<file path="src/rtl/aurora_tx_frame_arbiter_if.sv">
// AXI4-Stream style frame channel shared by the TX arbiter's sources and its Aurora-facing output.
// Data uses Aurora ordering: bit 0 is the MSB.
interface aurora_tx_frame_arbiter_if #(
   parameter int unsigned DATA_W = 32
);
   logic [0:DATA_W-1] tdata;
   logic              tvalid;
   logic              tlast;
   logic              tready;

   modport master (output tdata, output tvalid, output tlast, input tready);
   modport slave  (input tdata, input tvalid, input tlast, output tready);
endinterface

</file>
<file path="src/rtl/aurora_tx_frame_arbiter.sv">
// Frame-granular round-robin arbiter sharing one Aurora 8b10b TX stream between two sources.
// Caps frame length, counts completed frames and drains sources whose frame was cut by link loss.
module aurora_tx_frame_arbiter #(
   parameter int unsigned DATA_W    = 32,
   parameter int unsigned MAX_WORDS = 256,
   parameter int unsigned CNT_W     = 16
) (
   input  logic                       clk,
   input  logic                       rst_n,
   input  logic                       channel_up,
   aurora_tx_frame_arbiter_if.slave   s0,
   aurora_tx_frame_arbiter_if.slave   s1,
   aurora_tx_frame_arbiter_if.master  m,
   output logic [1:0]                 grant,
   output logic [CNT_W-1:0]           frame_cnt0,
   output logic [CNT_W-1:0]           frame_cnt1,
   output logic                       err_len,
   output logic                       err_abort,
   input  logic                       err_clr
);
   localparam int unsigned WcW = $clog2(MAX_WORDS + 1);

   typedef enum logic [1:0] {StIdle, StBusy, StFlush} state_e;

   state_e             state_q, state_d;
   logic [1:0]         grant_q, grant_d;
   logic               last_q, last_d;
   logic [WcW-1:0]     word_cnt_q, word_cnt_d;
   logic [CNT_W-1:0]   cnt0_q, cnt0_d, cnt1_q, cnt1_d;
   logic               err_len_q, err_len_d, err_abort_q, err_abort_d;

   logic               sel, sg_tvalid, sg_tlast, sg_tready, at_max, beat, winner;
   logic [0:DATA_W-1]  sg_tdata;

   assign sel       = grant_q[1];
   assign sg_tdata  = sel ? s1.tdata  : s0.tdata;
   assign sg_tvalid = sel ? s1.tvalid : s0.tvalid;
   assign sg_tlast  = sel ? s1.tlast  : s0.tlast;
   assign at_max    = (word_cnt_q == WcW'(MAX_WORDS - 1));
   assign beat      = m.tvalid & m.tready;
   // 1 selects source 1; on contention the source that did not win last time goes next
   assign winner    = (s0.tvalid & s1.tvalid) ? ~last_q : s1.tvalid;

   always_ff @(posedge clk or negedge rst_n) begin
      if (!rst_n) begin
         state_q     <= StIdle;
         grant_q     <= 2'b00;
         last_q      <= 1'b1;
         word_cnt_q  <= '0;
         cnt0_q      <= '0;
         cnt1_q      <= '0;
         err_len_q   <= 1'b0;
         err_abort_q <= 1'b0;
      end else begin
         state_q     <= state_d;
         grant_q     <= grant_d;
         last_q      <= last_d;
         word_cnt_q  <= word_cnt_d;
         cnt0_q      <= cnt0_d;
         cnt1_q      <= cnt1_d;
         err_len_q   <= err_len_d;
         err_abort_q <= err_abort_d;
      end
   end

   always_comb begin
      state_d     = state_q;
      grant_d     = grant_q;
      last_d      = last_q;
      word_cnt_d  = word_cnt_q;
      cnt0_d      = cnt0_q;
      cnt1_d      = cnt1_q;
      err_len_d   = err_len_q & ~err_clr;
      err_abort_d = err_abort_q & ~err_clr;
      case (state_q)
         StIdle: begin
            if (channel_up && (s0.tvalid || s1.tvalid)) begin
               grant_d    = winner ? 2'b10 : 2'b01;
               last_d     = winner;
               word_cnt_d = '0;
               state_d    = StBusy;
            end
         end
         StBusy: begin
            if (!channel_up) begin
               err_abort_d = 1'b1;
               if (sg_tvalid && sg_tlast) begin
                  grant_d = 2'b00;
                  state_d = StIdle;
               end else begin
                  state_d = StFlush;
               end
            end else if (beat) begin
               word_cnt_d = word_cnt_q + 1'b1;
               if (sg_tlast || at_max) begin
                  if (sel) cnt1_d = cnt1_q + 1'b1;
                  else     cnt0_d = cnt0_q + 1'b1;
                  if (sg_tlast) begin
                     grant_d = 2'b00;
                     state_d = StIdle;
                  end else begin
                     err_len_d = 1'b1;
                     state_d   = StFlush;
                  end
               end
            end
         end
         StFlush: begin
            if (sg_tvalid && sg_tlast) begin
               grant_d = 2'b00;
               state_d = StIdle;
            end
         end
         default: state_d = StIdle;
      endcase
   end

   always_comb begin
      m.tdata   = sg_tdata;
      m.tvalid  = 1'b0;
      m.tlast   = 1'b0;
      sg_tready = 1'b0;
      case (state_q)
         StBusy: begin
            m.tvalid  = sg_tvalid & channel_up;
            m.tlast   = sg_tlast | at_max;
            // On link loss the cut word is swallowed so a trailing tlast ends the frame here
            sg_tready = channel_up ? m.tready : 1'b1;
         end
         StFlush: sg_tready = 1'b1;
         default: sg_tready = 1'b0;
      endcase
      s0.tready = sg_tready & grant_q[0];
      s1.tready = sg_tready & grant_q[1];
   end

   assign grant      = grant_q;
   assign frame_cnt0 = cnt0_q;
   assign frame_cnt1 = cnt1_q;
   assign err_len    = err_len_q;
   assign err_abort  = err_abort_q;
endmodule

</file>
<file path="src/flat_wrapper.sv">
// flat-port wrapper written by rule: the top's interface ports become plain ports
module aurora_tx_frame_arbiter_flat 
#(
   parameter int unsigned DATA_W    = 32,
   parameter int unsigned MAX_WORDS = 256,
   parameter int unsigned CNT_W     = 16
)
  (clk, rst_n, channel_up, grant, frame_cnt0, frame_cnt1, err_len, err_abort, err_clr, s0_tdata, s0_tvalid, s0_tlast, s0_tready, s1_tdata, s1_tvalid, s1_tlast, s1_tready, m_tdata, m_tvalid, m_tlast, m_tready);
  aurora_tx_frame_arbiter_if #(.DATA_W(DATA_W)) s0_i ();
  aurora_tx_frame_arbiter_if #(.DATA_W(DATA_W)) s1_i ();
  aurora_tx_frame_arbiter_if #(.DATA_W(DATA_W)) m_i ();
  input  logic clk;
  input  logic rst_n;
  input  logic channel_up;
  output logic [1:0] grant;
  output logic [CNT_W-1:0] frame_cnt0;
  output logic [CNT_W-1:0] frame_cnt1;
  output logic err_len;
  output logic err_abort;
  input  logic err_clr;
  input wire logic [$bits(s0_i.tdata)-1:0] s0_tdata;
  input wire logic [$bits(s0_i.tvalid)-1:0] s0_tvalid;
  input wire logic [$bits(s0_i.tlast)-1:0] s0_tlast;
  output wire logic [$bits(s0_i.tready)-1:0] s0_tready;
  input wire logic [$bits(s1_i.tdata)-1:0] s1_tdata;
  input wire logic [$bits(s1_i.tvalid)-1:0] s1_tvalid;
  input wire logic [$bits(s1_i.tlast)-1:0] s1_tlast;
  output wire logic [$bits(s1_i.tready)-1:0] s1_tready;
  output wire logic [$bits(m_i.tdata)-1:0] m_tdata;
  output wire logic [$bits(m_i.tvalid)-1:0] m_tvalid;
  output wire logic [$bits(m_i.tlast)-1:0] m_tlast;
  input wire logic [$bits(m_i.tready)-1:0] m_tready;
  assign s0_i.tdata = s0_tdata;
  assign s0_i.tvalid = s0_tvalid;
  assign s0_i.tlast = s0_tlast;
  assign s0_tready = s0_i.tready;
  assign s1_i.tdata = s1_tdata;
  assign s1_i.tvalid = s1_tvalid;
  assign s1_i.tlast = s1_tlast;
  assign s1_tready = s1_i.tready;
  assign m_tdata = m_i.tdata;
  assign m_tvalid = m_i.tvalid;
  assign m_tlast = m_i.tlast;
  assign m_i.tready = m_tready;
  aurora_tx_frame_arbiter #(.DATA_W(DATA_W), .MAX_WORDS(MAX_WORDS), .CNT_W(CNT_W)) u_core (.clk(clk), .rst_n(rst_n), .channel_up(channel_up), .s0(s0_i), .s1(s1_i), .m(m_i), .grant(grant), .frame_cnt0(frame_cnt0), .frame_cnt1(frame_cnt1), .err_len(err_len), .err_abort(err_abort), .err_clr(err_clr));
endmodule
</file>
<file path="config.mk">
export PLATFORM = sky130hd
export DESIGN_NAME = aurora_tx_frame_arbiter_flat
export DESIGN_NICKNAME = d
export VERILOG_FILES = /design/src/rtl/aurora_tx_frame_arbiter_if.sv /design/src/rtl/aurora_tx_frame_arbiter.sv /design/src/flat_wrapper.sv
export SDC_FILE = /design/constraint.sdc
export NUM_CORES = 1
export LEC_CHECK = 0
export ABC_AREA = 1
export ABC_CLOCK_PERIOD_IN_PS = 2250
export CAP_MARGIN = 10
export CORE_ASPECT_RATIO = 1.4
export CORE_MARGIN = 2
export CORE_UTILIZATION = 43
export DETAILED_ROUTE_END_ITERATION = 10
export PLACE_DENSITY = 0.93
export SKIP_CTS_REPAIR_TIMING = 1
export SYNTH_ARGS = -nofsm -noshare
export SYNTH_HDL_FRONTEND = slang
export SYNTH_SLANG_ARGS = --single-unit
</file>
<file path="constraint.sdc">
create_clock -name clk -period 2.25 [get_ports clk]
set_input_delay 0.3375 -clock clk [delete_from_list [all_inputs] [get_ports clk]]
set_output_delay 0.3375 -clock clk [all_outputs]
set_load 0.02 [all_outputs]
</file>
==> results.md <==
- Area share of the largest cell type after synthesis: 35.4%
- Antenna diodes: 0
- Die width: 78.3 um
- Rows: 37
- Final hold slack: -0.0222 ns
- Register area: 1200 um^2
- CP Capture Type: output port
- Gate Count Post-Synth: 518
- Drt drc: 0
- Worst-path maximum fanout: 9
- Static Leak: 2.50 nW
- Cell with the most instances after synthesis: nand2_1
- DR pass1 iterations: 5
- IR drop worst, VDD: 0.000582 V
- Setup Crit Path Kind: flop to output port
- CTS Root Cell: clkbuf_8
- Post-DP HPWL: 7490 um
- Yosys warning total: 0
- Core Region: 7410 um^2
- CP Data Arrival Time: 1.78 ns
- Largest net degree at the start of global routing: 26
- Clock slew at reported path FFs: 0.10 ns
- Final core occ: 68.8%
- PwrDens: 790 nW/um^2
- Critical Path Source Type: flop
- GR Util All Layers: 22.6%
- Ys async rst share: 100%
- Vias per cell: 5.05
- Post-layout min period: 2.12 ns
- CTS tree: done
- Max Freq: 0.471 GHz
- Max-slew violations: 0
- Clock tree buffer depth: 2
- Setup TNS: 0 ns
- Crit path cell chain: inv_4 > buf_4 > nand2_1 > nand2_1 > clkdlybuf4s50_1
- CTS Buf Count: 5
- Inst Count DP: 764
- First-pass GRT wire length: 15700 um
- Top post-synthesis cells by area: dfrtp_1 35%, nand2_1 30%, inv_1 4.9%
- Slew HR: 65.5%
- Post-Route WL: 9560 um
- Max_cap viols: 0
- DRT iter0 DRCs: 236
- CP max-delay cell: clkdlybuf4s50_1
- Share of layout cells above drive strength 1: 5.78%
- CTS H-tree lvls: 2
- # clock sinks: 48
- Area Growth Syn to Fin: 53.3%
- Final setup viols: 0
- Initial Utilization: 44.9%
- Max Clock Skew: 0.0135 ns
- Hold WC Path Type: primary input to async pin
- Top-level port count: 145
- Top cells by count, synth: 265 x nand2_1, 47 x dfrtp_1, 43 x inv_1, 35 x nor2_1, 29 x nand3_1
- Sequential area share after synthesis: 36.2%
- Die Y: 108 um
- Run status: finished with violations
- Die area: 8460 um^2
- Worst reg-to-reg path cell count: 11
- Layout Nets: 755
- Final ANT Viol Nets: 0
- Period utilization: 94.3%
- Final hold vios: 20
- Count of unique library cells instantiated by Yosys: 27
- Skew-Pair Late Insertion Delay: 0.30 ns
- Final GP Congestion: 0.898
- Antenna violations before repair: 0
- Worst R2R Setup Slack: 0.13 ns
- Non-filler cells, final: 772
- Cell mode on critical path: nand2_1
- WL/cell: 12.4 um
- Number of flops mapped to enable cells by yosys: 0
- Critical Path RT: 1.91 ns
- Multi-input logic area: 1890 um^2
- Final worst slack: 0.129 ns
- Yosys top cell by area: dfrtp_1
- Grt ovf: 0
- Top FF cell, synth: dfrtp_1
- Place WS: -0.0622 ns
- Yosys reg bits: 48
- CP peak stage delay: 0.61 ns
- Port Buffer Count: 144
- Overall Power: 0.00403 W
- DR vias: 3897
- Syn_nets: 599
- Synth Cell Area: 3330 um^2
- Failing checks: negative hold slack
- Average cell area after synthesis: 6.42 um^2
- Worst-Margin Slew: 0.514 ns
- Vias in the first global route: 3676
- Fillers: 590
through the flow:
stage	hold WS [ns]	cell area (um^2)
floorplan	0.0419	3330
global placement	0.319	4980
detailed placement	0.328	4980
CTS	-0.0117	5080
global route	0.0145	5100
finish	-0.0222	5100
metal layers:
layer	vias to the layer above	share of wire (%)	GRT usage, %
li1	1924	-	-
met1	1775	39	25.5
met2	180	53	42.6
met3	18	6.2	3.34
met4	0	2.3	8.40
met5	-	0	0
power breakdown:
group          internal, W  switching [W]  total, W
clock network     0.000252       0.000306  0.000558
logic             0.000989        0.00131   0.00230
registers          0.00101       0.000158   0.00117
total              0.00226        0.00177   0.00403
kinds of logic (layout without fill, tap and decap cells):
kind of cell | Yosys count | in the layout | synth area share (%)
AOI/OAI and AO/OA | 33 | 33 | 5.12
xor gates and xnor gates | 17 | 17 | 4.48
adders and majority gates | 8 | 8 | 3.01
buffers and inverters | 57 | 214 | 7.26
DFF | 48 | 48 | 36.2
and+or+nand+nor | 355 | 355 | 44.0
critical path, delay by kind of cell (launching register included):
kind / cells / cell delay [ns]
and+or+nand+nor: 2 / 0.12
DFF: 1 / 0.44
buffers and inverters: 3 / 0.92
area by class of cell:
cell class,instances,share of cell area [%]
Tap cell,97,2.38
Multi-Input combinational cell,413,37.0
Clock inverter,2,0.270
Sequential cell,48,23.6
Clock buffer,6,1.62
Inverter,44,3.29
Timing Repair Buffer,162,31.8
final timing paths:
path                                             startpoint                           endpoint
max in group asynchronous                             rst_n          u_core.last_q$_DFFE_PN1P_
min                                                   rst_n   u_core.frame_cnt0[7]$_DFFE_PN0P_
max                             u_core.grant[1]$_DFFE_PN0P_                        m_tdata[22]
max reg2reg                   u_core.state_q[1]$_DFFE_PN0P_  u_core.frame_cnt0[10]$_DFFE_PN0P_
min reg2reg                u_core.word_cnt_q[8]$_DFFE_PN0P_   u_core.word_cnt_q[8]$_DFFE_PN0P_
min in group clk           u_core.word_cnt_q[8]$_DFFE_PN0P_   u_core.word_cnt_q[8]$_DFFE_PN0P_
placed cells by master, fill, tap and decap left out, types with 2 or more instances in the layout:
| master | instances |
|---|---|
| clkbuf_8 | 6 |
| nor3_4 | 2 |
| a21oi_1 | 4 |
| nand4_1 | 9 |
| nand3_1 | 29 |
| buf_4 | 15 |
| o21ai_1 | 5 |
| nand2_2 | 4 |
| ha_1 | 8 |
| inv_1 | 43 |
| buf_12 | 3 |
| xor2_1 | 8 |
| nor2_1 | 35 |
| clkdlybuf4s50_1 | 135 |
| nor3_1 | 8 |
| dfrtp_1 | 47 |
| nand2_1 | 264 |
| nand3b_1 | 2 |
| dlymetal6s2s_1 | 7 |
| xnor2_1 | 9 |
| o21ai_0 | 20 |
sequential cells by signal (all words and copies together), names as in the netlist:
| signal | cells |
|---|---|
| u_core.err_len | 1 |
| u_core.word_cnt_q | 9 |
| u_core.last_q | 1 |
| u_core.err_abort | 1 |
| u_core.state_q | 2 |
| u_core.frame_cnt0 | 16 |
| u_core.grant | 2 |
| u_core.frame_cnt1 | 16 |
Power figures use the tool's default switching activity.
